<file path="config.mk">
export PLATFORM = sky130hd
export DESIGN_NAME = mixcolumns_iter
export DESIGN_NICKNAME = d
export VERILOG_FILES = /design/src/rtl/mixcolumns_iter.sv
export SDC_FILE = /design/constraint.sdc
export NUM_CORES = 1
export LEC_CHECK = 0
export CAP_MARGIN = 20
export CORE_MARGIN = 2
export CORE_UTILIZATION = 55
export DETAILED_ROUTE_END_ITERATION = 10
export PLACE_DENSITY = 0.88
export SYNTH_ARGS = -nofsm -noshare
export SYNTH_HDL_FRONTEND = slang
export SYNTH_SLANG_ARGS = --single-unit
export TNS_END_PERCENT = 20
</file>
<file path="constraint.sdc">
create_clock -name clk -period 3.57 [get_ports clk]
set_clock_uncertainty 0.1 [all_clocks]
set_input_delay 0.5355 -clock clk [delete_from_list [all_inputs] [get_ports clk]]
set_output_delay 0.5355 -clock clk [all_outputs]
set_load 0.03 [all_outputs]
</file>
<file path="src/rtl/mixcolumns_iter.sv">
// Iterative AES-128 MixColumns: one 32-bit column per clock behind a valid/ready
// handshake, with a last-round bypass that keeps the same four-cycle latency.
module mixcolumns_iter (
    input  logic         clk,
    input  logic         rst_n,
    input  logic [127:0] data_in,
    input  logic         in_valid,
    input  logic         last_round,
    output logic         in_ready,
    output logic [127:0] data_out,
    output logic         out_valid,
    input  logic         out_ready
);

    typedef enum logic [1:0] {IDLE, BUSY, DONE} state_t;

    state_t         state_q;
    logic [1:0]     col_q;
    logic [127:0]   src_q;
    logic           byp_q;
    logic [127:0]   data_out_q;
    logic [127:0]   data_out_d;
    logic           out_valid_q;

    logic [31:0]    src_col [4];
    logic [31:0]    col_in;
    logic [31:0]    col_res;
    logic           accept;

    function automatic logic [7:0] xtime(input logic [7:0] x);
        return {x[6:0], 1'b0} ^ (x[7] ? 8'h1b : 8'h00);
    endfunction

    function automatic logic [31:0] mix_col(input logic [31:0] c);
        logic [7:0] a0, a1, a2, a3;
        logic [7:0] m0, m1, m2, m3;
        a0 = c[31:24];
        a1 = c[23:16];
        a2 = c[15:8];
        a3 = c[7:0];
        m0 = xtime(a0);
        m1 = xtime(a1);
        m2 = xtime(a2);
        m3 = xtime(a3);
        // 3*x is folded in as xtime(x) ^ x
        return {m0 ^ m1 ^ a1 ^ a2 ^ a3,
                a0 ^ m1 ^ m2 ^ a2 ^ a3,
                a0 ^ a1 ^ m2 ^ m3 ^ a3,
                m0 ^ a0 ^ a1 ^ a2 ^ m3};
    endfunction

    generate
        for (genvar gi = 0; gi < 4; gi++) begin : g_col
            assign src_col[gi] = src_q[127-32*gi -: 32];
            assign data_out_d[127-32*gi -: 32] =
                (col_q == 2'(gi)) ? col_res : data_out_q[127-32*gi -: 32];
        end
    endgenerate

    assign col_in   = src_col[col_q];
    assign col_res  = byp_q ? col_in : mix_col(col_in);

    // out_ready feeds in_ready combinationally so a held result can be
    // consumed and replaced on the same edge.
    assign in_ready = (state_q == IDLE) || ((state_q == DONE) && out_ready);
    assign accept   = in_valid && in_ready;

    assign data_out  = data_out_q;
    assign out_valid = out_valid_q;

    always_ff @(posedge clk or negedge rst_n) begin
        if (!rst_n) begin
            state_q     <= IDLE;
            col_q       <= 2'd0;
            src_q       <= '0;
            byp_q       <= 1'b0;
            data_out_q  <= '0;
            out_valid_q <= 1'b0;
        end else begin
            case (state_q)
                IDLE: begin
                    if (accept) begin
                        src_q   <= data_in;
                        byp_q   <= last_round;
                        col_q   <= 2'd0;
                        state_q <= BUSY;
                    end
                end
                BUSY: begin
                    data_out_q <= data_out_d;
                    col_q      <= col_q + 2'd1;
                    if (col_q == 2'd3) begin
                        state_q     <= DONE;
                        out_valid_q <= 1'b1;
                    end
                end
                DONE: begin
                    if (out_ready) begin
                        out_valid_q <= 1'b0;
                        if (accept) begin
                            src_q   <= data_in;
                            byp_q   <= last_round;
                            col_q   <= 2'd0;
                            state_q <= BUSY;
                        end else begin
                            state_q <= IDLE;
                        end
                    end
                end
                default: begin
                    state_q     <= IDLE;
                    out_valid_q <= 1'b0;
                end
            endcase
        end
    end

endmodule

</file>
# After elaboration in Yosys (flattened, before gate mapping)
# Index checks and enable logic that the tools add are counted.
totals:
  reg_bits: 262
  input_bits: 133
  elab_cells: 81
op_classes:
  addsub: 1
  magnitude_cmp: 1
  eq_ne: 8
  n_mux: 25
  n_bitwise: 22
  n_reduce_logical: 15
op_table:
  columns: ["op", "n"]
  rows:
  - ["128-bit two-way mux", 2]
  - ["128-bit one-hot mux with 2 select lines", 1]
  - ["8-bit XOR", 16]
  - ["32-bit two-way mux", 3]
  - ["32-bit binary-select mux with 2-bit select", 1]
  - ["8-bit by 5-bit XOR with 8-bit output", 4]
  - ["5-bit two-way mux", 4]
  - ["2-bit one-hot mux with 3 select lines", 2]
  - ["2-bit AND reduction", 6]
  - ["2-bit two-way mux", 5]
  - ["2-bit == test, second input constant", 3]
  - ["2-bit != test, second input constant", 3]
  - ["3-bit AND reduction", 2]
  - ["1-bit two-way mux", 5]
  - ["2-bit by 1-bit == test with 1-bit output, second input constant", 2]
  - ["2-bit logical NOT", 2]
  - ["3-bit greater-or-equal comparator, second input constant", 1]
  - ["2-bit NOT with 3-bit output", 1]
  - ["1-bit one-hot mux with 3 select lines", 1]
  - ["3-bit nonzero test", 1]
  - ["2-bit by 1-bit adder with 2-bit output, second input constant", 1]
  - ["1-bit logical AND", 2]
  - ["1-bit one-hot mux with 2 select lines", 1]
  - ["2-bit nonzero test", 1]
  - ["other kinds (2)", 2]

# Depth between registers and ports, before layout
# Gate-level depths: netlist (run 1).
depth:
  word_depth: 11
  mapped_depth: 9
  mapped_depth_nobuf: 5

# Least setup slack after synthesis (run 1)
# OpenSTA, ideal clock, no wires.
synth_path:
  path_type: "reg2reg"
  from: "reg col_q[0]"
  to: "reg data_out_q[2], in the netlist data_out[2]"
  arrival_ps: 2206
  t_required_ps: 3393
  slack_ps: 1187
  stages_incl_launch_ff: 7
  path_buffers: 2
  synth_period_minus_slack_ps: 2383
  cell_sequence: "dfrtp_1 buf_6 buf_6 mux4_2 xor2_1 xor3_1 o21ai_1"
synth_via:
  elab_chain_len: 10
synth_lines:
  columns: ["item", "line_no", "rtl"]
  rows:
  - ["from (decl)", "18", "logic [1:0] col_q;"]
  - ["from (signal assigned)", "91", "col_q <= col_q + 2'd1;"]
  - ["2-bit NOT with 3-bit output (not written as such)", "60", "assign col_in = src_col[col_q];"]
  - ["32-bit binary-select mux with 2-bit select", "60", null]
  - ["32-bit two-way mux (not written as such) (2 in series)", "60", null]
  - ["8-bit by 5-bit XOR with 8-bit output", "31", "return {x[6:0], 1'b0} ^ (x[7] ? 8'h1b : 8'h00);"]
  - ["8-bit XOR (4 in series)", "49", "m0 ^ a0 ^ a1 ^ a2 ^ m3};"]
  - ["32-bit two-way mux", "61", "assign col_res = byp_q ? col_in : mix_col(col_in);"]
  - ["to (signal assigned)", "90", "data_out_q <= data_out_d;"]
  - ["to (decl)", "21", "logic [127:0] data_out_q;"]
# Several ways; a longest one is shown, not always the timed one. The select of a mux whose other input is x is not followed.
# A chain may end at the register's enable or synchronous reset.

# Worst setup path after layout (run 1)
# Ends and elaborated chain as after synthesis.

==> qor.tcl, run 1 <==
set qor(outcome) {finished clean}
set qor(criticalPathCategory) {register to register}
set qor(cts_resized) 0
set qor(drt-total-wl_mm) 35.6
set qor(final-max-slew-violation-count) 0
set qor(grt_setup_unrepaired) {no}
set qor(fin_crit_ns) 3.02
set qor(layout-drive-gt1-share_pct) 21.7
set qor(cell_count_after_synthesis) 869
set qor(synth.top_cells.by_area) {sky130_fd_sc_hd__dfrtp_1 (53%), sky130_fd_sc_hd__mux2_2 (12%), sky130_fd_sc_hd__a22oi_1 (7.8%)}
set qor(cts_root_buffer) {sky130_fd_sc_hd__clkbuf_16}
set qor(place_area_sq_um) 15100
set qor(via_count) 8963
set qor(vias_per_cell) 6.44
set qor(crit_path_end_kind) {register}
set qor(grt.met2_usage_pct) 48.8
set qor(min_path_type) {input port to asynchronous set/reset pin}
set qor(synth.avg_cell_area_sq_um) 14.2
set qor(grt.met3_usage_pct) 7.72
set qor(grt_overflow_total) 0
set qor(synth-main-ff-cell) {sky130_fd_sc_hd__dfrtp_1}
set qor(synth.net_count) 1006
set qor(critical_path_arrival_ns) 3.36
set qor(preCtsSetupSlack_ns) 0.661
set qor(achievable-frequency_ghz) 0.331
set qor(synth-compound-area-share_pct) 13.3
set qor(synth_top_cell_by_area) {sky130_fd_sc_hd__dfrtp_1}
set qor(grt_start_max_net_pins) 124
set qor(std_cell_rows) 54
set qor(xor_xnor_share_of_the_synthesized_area_pct) 11.2
set qor(detailedRoute.firstIterationViolations) 925
set qor(synth.most_common_cell) {sky130_fd_sc_hd__dfrtp_1}
set qor(worst_slack_ns) 0.549
set qor(grt_use_met1_pct) 39.9
set qor(drt-pass1-iter-count) 5
set qor(postCtsSetupRepairBufs) 0
set qor(htreeDepth) 1
set qor(report.final.hold_viol_count) 0
set qor(place_congestion) 0.876
set qor(dominant_combinational_cell_family_by_area_after_synthesis) {multiplexers}
set qor(most_crowded_layer_after_global_routing) {met2}
set qor(ioPinCount) 263
set qor(reg2reg_to) {data_out[2]$_DFFE_PN0P_}
set qor(synth_top_cell_area_share_pct) 53.3
set qor(wire_length_of_the_first_global_routing_pass_mm) 54.9
set qor(floorplan.core_area_sq_um) 21900
set qor(final_layout_net_count) 1232
set qor(initial_core_util_pct) 56.2
set qor(buffer_levels_on_the_longest_clock_path) 3
set qor(crit_path_max_fanout) 15
set qor(worstSetupStartpointType) {register}
set qor(synth_warnings) 0
set qor(worst-r2r-setup-slack_ns) 0.55
set qor(detail_route.drc_violations) 0
set qor(diodes) 0
set qor(synth-adder-area-share_pct) 0.407
set qor(clk_pin_slew_ns) 0.06
set qor(yosysSeqAreaShare_pct) 53.3
set qor(final.fill_count) 1388
set qor(antenna_violating_nets_post_route) 0
set qor(dp_hpwl_mm) 24.0
set qor(io_buffer_count) 262
set qor(syn-cell-area_sq_um) 12300
set qor(setup_viol) 0
set qor(die_width_um) 154
set qor(fin_crit_sh_pct) 84.6
set qor(stdcell_area_sq_um) 16000
set qor(syn2layout_area_growth_pct) 30.0
set qor(die_area_sq_um) 23600
set qor(synth.lib_cells_used.distinct) 32
set qor(clock_sink_count) 262
set qor(maxCapViolations) 0
set qor(synth_seq_cells) 262
set qor(synth_simple_gate_area_share_pct) 0.946
set qor(cp_data_required_time_ns) 3.91
set qor(regToRegStartpoint) {col_q[0]$_DFFE_PN0P_}
set qor(clock_latency_of_the_later_clocked_register_in_the_worst_skew_pair_ns) 0.53
set qor(totalNegativeSetupSlack_ns) 0
set qor(cts_hold_buf) 0
set qor(die_y_um) 154
set qor(tritoncts.num_buffers) 27
set qor(cts_tree) {built}
set qor(average_wire_per_cell_in_the_routed_design_um) 25.5
set qor(ys_async_sr_fraction_pct) 100
set qor(max_slew.worst_pin.slew_ns) 0.937
set qor(rr_worst_depth) 5
set qor(synth_edf_count) 0
set qor(first_global_vias) 9355
set qor(multiplexer_fraction_of_the_synthesized_cell_area_pct) 17.7
set qor(leading_post_synthesis_cells_by_instance_count) {sky130_fd_sc_hd__dfrtp_1 (262), sky130_fd_sc_hd__mux2_2 (129), sky130_fd_sc_hd__a22oi_1 (128)}
set qor(globalRouteTotalUtil_pct) 30.1
set qor(max_slew_margin_pct) 37.5
set qor(grt_antenna_before_repair) 0
set qor(final.hold.worst_slack_ns) 0.0257
[how the worst max path moves through the flow]
stage                         start  slack (ns)                  endpoint  cells after the start
2_1_floorplan  col_q[0]$_DFFE_PN0P_        1.19   data_out[2]$_DFFE_PN0P_                      6
3_3_place_gp   col_q[0]$_DFFE_PN0P_        0.72  data_out[66]$_DFFE_PN0P_                      5
3_5_place_dp   col_q[0]$_DFFE_PN0P_        0.66   data_out[2]$_DFFE_PN0P_                      5
4_1_cts        col_q[0]$_DFFE_PN0P_        0.56   data_out[2]$_DFFE_PN0P_                      5
5_1_grt        col_q[0]$_DFFE_PN0P_        0.44  data_out[66]$_DFFE_PN0P_                      5
6_report       col_q[0]$_DFFE_PN0P_        0.55   data_out[2]$_DFFE_PN0P_                      5
[cells in the final DEF, fill, tap and decap left out]
cell type / synthesis / final
sky130_fd_sc_hd__or3_1: 1 / 1
sky130_fd_sc_hd__clkbuf_8: 0 / 7
sky130_fd_sc_hd__clkinv_2: 0 / 6
sky130_fd_sc_hd__bufinv_16: 0 / 2
sky130_fd_sc_hd__clkdlybuf4s50_1: 0 / 261
sky130_fd_sc_hd__xnor3_1: 35 / 35
sky130_fd_sc_hd__xor2_1: 14 / 14
sky130_fd_sc_hd__a21oi_1: 1 / 1
sky130_fd_sc_hd__or2_2: 4 / 4
sky130_fd_sc_hd__o21bai_1: 1 / 1
sky130_fd_sc_hd__xnor2_4: 2 / 2
sky130_fd_sc_hd__inv_1: 2 / 2
sky130_fd_sc_hd__mux4_2: 32 / 32
sky130_fd_sc_hd__xnor2_2: 5 / 5
sky130_fd_sc_hd__xor2_2: 5 / 5
sky130_fd_sc_hd__o21ai_0: 47 / 47
sky130_fd_sc_hd__and3_1: 4 / 4
sky130_fd_sc_hd__dfrtp_2: 0 / 1
sky130_fd_sc_hd__a22oi_1: 128 / 128
sky130_fd_sc_hd__dfrtp_1: 262 / 261
sky130_fd_sc_hd__buf_4: 5 / 12
sky130_fd_sc_hd__nor2b_1: 2 / 2
sky130_fd_sc_hd__xor3_1: 9 / 9
sky130_fd_sc_hd__xnor2_1: 4 / 4
sky130_fd_sc_hd__clkbuf_16: 0 / 27
sky130_fd_sc_hd__o21ai_1: 84 / 84
sky130_fd_sc_hd__inv_6: 0 / 1
sky130_fd_sc_hd__nand2b_1: 2 / 2
sky130_fd_sc_hd__ha_1: 4 / 4
sky130_fd_sc_hd__nand2_1: 6 / 6
sky130_fd_sc_hd__o31ai_1: 1 / 1
sky130_fd_sc_hd__buf_8: 0 / 1
sky130_fd_sc_hd__clkbuf_1: 56 / 3
sky130_fd_sc_hd__mux2_2: 129 / 129
sky130_fd_sc_hd__and3b_4: 0 / 1
sky130_fd_sc_hd__buf_12: 0 / 6
sky130_fd_sc_hd__nor2_1: 1 / 1
[metrics by stage]
step           utilization (%)  cells
2_1_floorplan                -    869
3_3_place_gp              69.0   1346
3_5_place_dp              69.0   1346
4_1_cts                   73.1   1392
5_1_grt                   73.1   1392
6_report                  73.1   1392
[cells by family after synthesis]
logic type	Yosys count
AO/OA/AOI/OAI	262
XOR/XNOR	74
adder cells (fa/ha/maj)	4
buffers and inverters	85
flip-flops	262
multiplexers	161
AND/OR/NAND/NOR	21
[critical path, stage by stage (launching register included)]
cell	delay [ns]
sky130_fd_sc_hd__dfrtp_2	0.69
sky130_fd_sc_hd__buf_12	0.23
sky130_fd_sc_hd__mux4_2	0.67
sky130_fd_sc_hd__xor2_1	0.42
sky130_fd_sc_hd__xor3_1	0.62
sky130_fd_sc_hd__o21ai_1	0.19
[state kept, by name, indices dropped and copies added (netlist names)]
register,cells
byp_q,1
col_q,2
data_out,128
out_valid,1
src_col,128
state_q,2
[final cells by class]
type	count	area, sq um	area share [%]
Tap cell	280	350	2.19
Clock inverter	9	98.8	0.618
Sequential cell	262	6560	41.0
Inverter	2	7.51	0.0469
Clock buffer	37	783	4.90
Timing Repair Buffer	280	2840	17.7
Multi-Input combinational cell	522	5360	33.5
[routing by layer]
metal | vias to the layer above | part of all wire (%) | wire length, um
li1 | 3710 | - | -
met1 | 4468 | 37 | 13200
met5 | - | 0 | 0
met2 | 658 | 48 | 16900
met4 | 0 | 4.2 | 1490
met3 | 127 | 11 | 3870
Power of run 1 is left out: the tool's default activity adds up to more than one toggle a clock period on the data nets, which glitch-free logic cannot reach.
==> run 2: changes to the inputs <==
- CORE_UTILIZATION: 55 -> 51
- PLACE_DENSITY: 0.88 -> 0.83
- clock period: 3.57 -> 2.9 ns (I/O delays scaled with it)
==> run 2 against run 1 <==
Critical path depth did not move; die area grew 7.6%; largest cell class unchanged; final cell count increased by 3.7%; wire length rose by 1.7%.
==> qor.tcl, run 2 (same netlist as run 1, synthesis figures left out) <==
set qor(outcome) {finished clean}
set qor(routed-wl-met2_mm) 17.4 ;# +2.7%
set qor(clock_latency_of_the_later_clocked_register_in_the_worst_skew_pair_ns) 0.54 ;# about the same
set qor(io_buffer_count) 262 ;# unchanged
set qor(place_congestion) 0.859 ;# -1.9%
set qor(cts_resized) 0 ;# unchanged
set qor(vias_per_cell) 6.16 ;# -4.4%
set qor(worstSetupStartpointType) {register}
set qor(grt_overflow_total) 0 ;# unchanged
set qor(cp_data_required_time_ns) 3.24 ;# -0.67 ns
set qor(layout-drive-gt1-share_pct) 22.3 ;# +0.59 points
set qor(crit_path_max_fanout) 22 ;# +7
set qor(setup_viol) 0 ;# unchanged
set qor(wl_met3_mm) 4.06 ;# +5.0%
set qor(critical_path_arrival_ns) 3.05 ;# -0.31 ns
set qor(final_layout_net_count) 1240 ;# +0.65%
set qor(drt-total-wl_mm) 36.2 ;# +1.7%
set qor(cts_root_buffer) {sky130_fd_sc_hd__clkbuf_16}
set qor(grt_antenna_before_repair) 2 ;# +2
set qor(tritoncts.num_buffers) 27 ;# unchanged
set qor(clk_pin_slew_ns) 0.06 ;# about the same
set qor(drt-pass1-iter-count) 6 ;# +1
set qor(max_slew_margin_pct) 46.3 ;# +8.7 points
set qor(postCtsSetupRepairBufs) 0 ;# unchanged
set qor(cts_hold_buf) 1 ;# +1
set qor(ioPinCount) 263 ;# unchanged
set qor(floorplan.core_area_sq_um) 23500 ;# +7.5%
set qor(fin_crit_sh_pct) 93.4 ;# +8.8 points
set qor(grt_setup_unrepaired) {no}
set qor(antenna_violating_nets_post_route) 0 ;# unchanged
set qor(fin_crit_ns) 2.71 ;# -0.313 ns
set qor(cts_tree) {built}
set qor(max_slew.worst_pin.slew_ns) 0.806 ;# -0.131 ns
set qor(die_area_sq_um) 25400 ;# +7.6%
set qor(die_y_um) 159 ;# +3.7%
set qor(wire_length_of_the_first_global_routing_pass_mm) 55.4 ;# +1.0%
set qor(std_cell_rows) 56 ;# +3.7%
set qor(grt_start_max_net_pins) 87 ;# -30%
set qor(initial_core_util_pct) 52.2 ;# -3.9 points
set qor(maxCapViolations) 0 ;# unchanged
set qor(m1WireLength_mm) 13.8 ;# +4.2%
set qor(average_wire_per_cell_in_the_routed_design_um) 25.1 ;# -1.9%
set qor(clock_sink_count) 262 ;# unchanged
set qor(detail_route.drc_violations) 0 ;# unchanged
set qor(totalNegativeSetupSlack_ns) 0 ;# unchanged
set qor(criticalPathCategory) {register to register}
set qor(final_cell_mix) {sky130_fd_sc_hd__dfrtp_1 (261), sky130_fd_sc_hd__clkdlybuf4s50_1 (261), sky130_fd_sc_hd__mux2_2 (129)}
set qor(route.top_layer_used) {met5}
set qor(report.final.hold_viol_count) 0 ;# unchanged
set qor(htreeDepth) 1 ;# unchanged
set qor(achievable-frequency_ghz) 0.369 ;# +12%
set qor(dp_hpwl_mm) 25.0 ;# +4.1%
set qor(die_width_um) 159 ;# +3.7%
set qor(min_path_type) {input port to asynchronous set/reset pin}
set qor(crit_path_end_kind) {register}
set qor(buffer_levels_on_the_longest_clock_path) 3 ;# unchanged
set qor(final-max-slew-violation-count) 0 ;# unchanged
set qor(detailedRoute.firstIterationViolations) 829 ;# -10%
set qor(syn2layout_area_growth_pct) 31.2
set qor(globalRouteTotalUtil_pct) 28.3 ;# -1.8 points
set qor(first_global_vias) 9254 ;# -1.1%
set qor(via_count) 8886 ;# -0.86%
## run 2: through the flow
stage                     setup slack (ns)  instance area, sq um  hold slack, ns  utilization [%]  instances
after global placement               0.332                 15200           0.384             64.7       1392
after floorplan                      0.517                 12300          0.0394                -        869
after CTS                            0.247                 16100           0.394             68.6       1442
after detailed placement             0.282                 15200           0.383             64.7       1392
final                                0.192                 16100           0.393             68.6       1443
after global routing                 0.132                 16100           0.409             68.6       1442
## run 2: worst paths after layout
check	start	to	slack, ns	cells after the start
hold / removal	rst_n	data_out[88]$_DFFE_PN0P_	0.39	2
min in group clk	data_in[26]	src_col[26]$_DFFE_PN0P_	0.40	2
max in group asynchronous	rst_n	src_col[93]$_DFFE_PN0P_	1.51	3
setup / recovery	col_q[0]$_DFFE_PN0P_	data_out[73]$_DFFE_PN0P_	0.19	5
setup reg to reg	col_q[0]$_DFFE_PN0P_	data_out[73]$_DFFE_PN0P_	0.19	5
hold reg to reg	src_col[95]$_DFFE_PN0P_	src_col[95]$_DFFE_PN0P_	0.40	1
## run 2: final cells by class
| class | instances | area [sq um] |
|---|---|---|
| clock inverter | 13 | 133 |
| clock buffer | 36 | 759 |
| timing repair buffer | 288 | 2930 |
| tap | 319 | 399 |
| antenna | 1 | 2.50 |
| fill | 1628 | 7400 |
| inverter | 2 | 7.51 |
| multi-input combinational | 522 | 5360 |
| sequential | 262 | 6560 |
## run 2: worst max-delay path, cell delays in order (launching register included)
cell and delay (ns):
sky130_fd_sc_hd__dfrtp_2 0.39, sky130_fd_sc_hd__buf_12 0.22, sky130_fd_sc_hd__mux4_2 0.68, sky130_fd_sc_hd__xor2_1 0.45, sky130_fd_sc_hd__xnor3_1 0.58, sky130_fd_sc_hd__o21ai_1 0.18
## run 2: routing by layer
layer	track usage [%]	vias up
met5	0	-
met4	8.26	2
met3	8.31	73
met2	46.4	581
met1	37.0	4491
li1	-	3739
Power of run 2 is left out for the same reason.
